### src/rtl/packet_reader.sv
// Drains the spike-packet memory onto a valid/ready stream, one stored byte per handshake.
// A host write (write_mode) during a sweep kills it immediately so reads never overlap writes.
module packet_reader #(
   parameter int DEPTH = 16,
   parameter int AW    = 4,
   parameter int DW    = 8
) (
   input  logic          clk,
   input  logic          rst_n,
   input  logic          start,
   input  logic [AW:0]   count,
   input  logic          write_mode,
   output logic [AW-1:0] mem_addr,
   input  logic [DW-1:0] mem_data,
   output logic [DW-1:0] out_data,
   output logic          out_valid,
   input  logic          out_ready,
   output logic          out_last,
   output logic          busy,
   output logic          done,
   output logic          abort
);

   typedef enum logic [1:0] {
      S_IDLE,
      S_FETCH,
      S_SEND,
      S_DONE
   } state_t;

   localparam logic [AW:0]   LP_DEPTH = (AW+1)'(DEPTH);
   localparam logic [AW:0]   LP_ONE_C = (AW+1)'(1);
   localparam logic [AW-1:0] LP_ONE_A = AW'(1);

   state_t        r_state;
   logic [AW:0]   r_cnt;
   logic [AW-1:0] r_idx;
   logic [AW-1:0] r_memAddr;
   logic [DW-1:0] r_outData;
   logic          r_outValid;
   logic          r_outLast;
   logic          r_done;
   logic          r_abort;

   logic [AW:0]   w_cntClamped;
   logic          w_isLast;

   assign w_cntClamped = (count > LP_DEPTH) ? LP_DEPTH : count;
   assign w_isLast     = ({1'b0, r_idx} == (r_cnt - LP_ONE_C));

   // done/abort are single-cycle pulses; every path that wants one re-asserts it explicitly
   always_ff @(posedge clk) begin
      if (!rst_n) begin
         r_state    <= S_IDLE;
         r_cnt      <= '0;
         r_idx      <= '0;
         r_memAddr  <= '0;
         r_outData  <= '0;
         r_outValid <= 1'b0;
         r_outLast  <= 1'b0;
         r_done     <= 1'b0;
         r_abort    <= 1'b0;
      end else begin
         r_done  <= 1'b0;
         r_abort <= 1'b0;
         case (r_state)
            S_IDLE: begin
               if (start && !write_mode) begin
                  r_cnt     <= w_cntClamped;
                  r_idx     <= '0;
                  r_memAddr <= '0;
                  if (w_cntClamped == '0) begin
                     r_state <= S_DONE;
                     r_done  <= 1'b1;
                  end else begin
                     r_state <= S_FETCH;
                  end
               end
            end
            S_FETCH: begin
               if (write_mode) begin
                  r_state    <= S_IDLE;
                  r_outValid <= 1'b0;
                  r_outLast  <= 1'b0;
                  r_abort    <= 1'b1;
               end else begin
                  r_outData  <= mem_data;
                  r_outValid <= 1'b1;
                  r_outLast  <= w_isLast;
                  r_state    <= S_SEND;
               end
            end
            // A host write outranks a handshake landing in the same cycle
            S_SEND: begin
               if (write_mode) begin
                  r_state    <= S_IDLE;
                  r_outValid <= 1'b0;
                  r_outLast  <= 1'b0;
                  r_abort    <= 1'b1;
               end else if (out_ready) begin
                  r_outValid <= 1'b0;
                  r_outLast  <= 1'b0;
                  if (r_outLast) begin
                     r_state <= S_DONE;
                     r_done  <= 1'b1;
                  end else begin
                     r_idx     <= r_idx + LP_ONE_A;
                     r_memAddr <= r_memAddr + LP_ONE_A;
                     r_state   <= S_FETCH;
                  end
               end
            end
            S_DONE: begin
               r_state <= S_IDLE;
            end
            default: begin
               r_state <= S_IDLE;
            end
         endcase
      end
   end

   assign mem_addr  = r_memAddr;
   assign out_data  = r_outData;
   assign out_valid = r_outValid;
   assign out_last  = r_outLast;
   assign busy      = (r_state != S_IDLE);
   assign done      = r_done;
   assign abort     = r_abort;

endmodule

### config.mk
export PLATFORM = sky130hd
export DESIGN_NAME = packet_reader
export DESIGN_NICKNAME = d
export VERILOG_FILES = /design/src/rtl/packet_reader.sv
export SDC_FILE = /design/constraint.sdc
export NUM_CORES = 1
export LEC_CHECK = 0
export ABC_AREA = 0
export CAP_MARGIN = 30
export CORE_ASPECT_RATIO = 0.9
export CORE_UTILIZATION = 24
export CTS_CLUSTER_DIAMETER = 40
export DETAILED_ROUTE_END_ITERATION = 8
export SYNTH_ARGS = -nofsm -noshare
export SYNTH_HDL_FRONTEND = slang
export SYNTH_SLANG_ARGS = --single-unit
### constraint.sdc
create_clock -name clk -period 1.8 [get_ports clk]
set_input_delay 0.54 -clock clk [delete_from_list [all_inputs] [get_ports clk]]
set_output_delay 0.54 -clock clk [all_outputs]
set_load 0.01 [all_outputs]
==> metrics.cfg <==
[critical_path]
crit_chain = clkdlybuf4s50_1
crit_path_end_kind = output pin
critPathKind = flip-flop to output pin
cp.buffers_inverters = 1
critPathMaxStageDelay_ns = 0.55
cp_slowest_cell = clkdlybuf4s50_1
crit_arrival_ns = 1.21
r2r_cells = 8
cp_max_fo = 4
worst-path-stages = 1
crit_required_ns = 1.26
crit_family = buffers and inverters
startpoint_type = flip-flop

[final_layout]
finalNonFillerCells = 275
num-nets-final = 234
syn2layout_area_growth_pct = 46.55
drive_gt1_frac = 0.1587
n_antenna_cell = 0

[detailed_routing]
wl_per_cell_um = 11.57
dr_total_vias = 1237
routed_wl_mm = 3.182
drt_pre_antenna_iters = 4
ant_nets = 0
drc = 0
drt_iter0_markers = 33
via_per_inst = 4.498

[sta]
max_slew_margin = 0.8104
fmax_mhz = 572.0
fin_crit_sh = 0.9712
hold_violations = 0
setup_tns_ns = 0
fin_skew_ns = 0.001411
setup_violations = 0
rsz0062_at_grt = false
maxSlewViolCount = 0
fin_crit_ns = 1.748
worst_pin_slew_ns = 0.2838

[synth]
synth_top_flop_cell = dfxtp_1
yosys-mux-area-fraction = 0.02904
ys_top_cells_by_area = dfxtp_1 (39%), ha_1 (6.4%), nand2_1 (5.7%)
async_reset_ff_frac = 0
synth_edf_count = 0
ys_ff_latch = 27
syn_nets = 184
synthTopCellsByCount = dfxtp_1 (27), nand2_1 (21), nor2b_1 (11)
yosysTopAreaCellShare = 0.3920
netlist_area_mm2 = 0.001379
yosys.area_share.simple = 0.2659
syn_area_per_cell_um2 = 8.672
synth_top_area_cell = dfxtp_1
synth_cells = 159
synth-seq-area-share = 0.3920
ys_types = 33
synth_top_family_by_area = simple AND/OR/NAND/NOR gates
yosys.area_share.adder = 0.06352
synthXorXnorAreaFrac = 0.03176
ys.warnings.count = 0
synth_compound_gate_area_share = 0.1824
yosysMostFrequentCell = dfxtp_1

[clock_tree]
numCtsBuffers = 3
root_buffer = clkbuf_8
cts_tree = yes
clk_latency_ns = 0.27
postCtsHoldBufs = 0
path_clk_slew_ns = 0.09
clockBufferDepth = 2
numClockSinks = 27
htreeDepth = 1

[run]
maxCapViolations = 0

[floorplan]
die_h_um = 73.91
start_util = 0.2563
num_rows = 25
pin_count = 35
die_x_um = 81.90
core-area_mm2 = 0.005380
die_area_mm2 = 0.006052

[worst_hold_path]
hold_path_depth = 2
hold_class = flip-flop to flip-flop

[power_and_ir_drop]
power.density_mw_per_mm2 = 938.1
p_leak_nw = 0.7912
ir_worst_vdd_uv = 379.2

[global_routing]
grt_pass1_wl_mm = 5.292
grt_use_total = 0.1163
gr-total-overflow = 0
grt_pass1_vias = 1079
antenna_found_initial = 0
grt_max_degree = 28

[run_status]
status = complete, no violations

[placement]
dp_hpwl_mm = 2.434
placed_cells = 270
place_congestion = 0.7248
numPortBuffers = 34

-- stage by stage --
step | cell area (um^2) | util | power (mW) | hold WS [ns] | setup WS (ns)
detailed placement | 1917 | 0.3563 | 1.529 | 0.4587 | -0.3069
floorplan | 1379 | - | 1.126 | 0.4818 | 0.06632
global placement | 1917 | 0.3563 | 1.527 | 0.4545 | -0.2925
global route | 2021 | 0.3756 | 2.038 | 0.5018 | 0.005548
CTS | 1977 | 0.3674 | 1.876 | 0.4754 | 0.001245
finish | 2021 | 0.3756 | 1.896 | 0.4689 | 0.05177
-- power by group --
part | internal [mW] | switching, mW | leakage (nW)
Clock | 0.155 | 0.193 | 0.0255
Sequential | 0.662 | 0.0443 | 0.220
Combinational | 0.448 | 0.393 | 0.545
Total | 1.27 | 0.630 | 0.791
-- cell families (layout without fill, tap and decap cells) --
logic type,count (synthesis),in the layout
buf+inv,13,62
simple gates,68,68
mux,4,4
xor+xnor,5,5
flops,27,27
fa+ha+maj,7,7
compound gates,35,35
-- sequential cells by signal, summed over array words and instances (netlist names) --
signal / flops
abort: 1
done: 1
mem_addr: 4
out_data: 8
out_last: 1
out_valid: 1
r_cnt: 5
r_idx: 4
r_state: 2
-- placed cells by master (no fill, tap or decap), drive strengths merged, types with 2 or more instances in the layout --
master / count
and2: 2
o21ai: 4
nor2b: 11
nand2: 21
inv: 6
nand3: 8
nor2: 6
nor3b: 5
dlymetal6s2s: 3
buf: 18
a21oi: 8
clkdlybuf4s50: 29
a21boi: 12
xnor2: 3
nand2b: 4
dfxtp: 27
nor3: 3
or4: 2
dlygate4sd2: 2
o211a: 3
clkbuf: 3
mux2i: 4
a31oi: 2
xor2: 2
ha: 7
or3b: 2
-- path summary, 6_finish.rpt --
path	slack [ns]	to	from
worst max-delay path	0.05	mem_addr[1]	mem_addr[1]
worst min register to register	0.47	out_data[5]	out_data[5]
worst min-delay path	0.47	out_data[5]	out_data[5]
worst max register to register	0.12	r_idx[3]	r_state[0]
-- what timing repair did --
item,CTS,global route
endpoints found under the setup margin,4,13
buffers inserted,1,0
pin swaps,2,3
resized for setup,4,12
-- area by class of cell --
cell class / instances / area (um^2)
fill: 575 / 3359
multi-input combinational: 119 / 830.8
sequential: 27 / 544.3
timing repair buffer: 52 / 493.0
tap: 67 / 83.83
clock buffer: 3 / 41.29
inverter: 6 / 22.52
clock inverter: 1 / 5.005
-- layer usage --
metal / wire length, um / global-route usage
met3: 102 / 0.01615
met5: 0 / 0
met4: 64 / 0.05848
met1: 1687 / 0.1783
met2: 1328 / 0.1543
No activity file was read; power rests on OpenSTA's default activity.
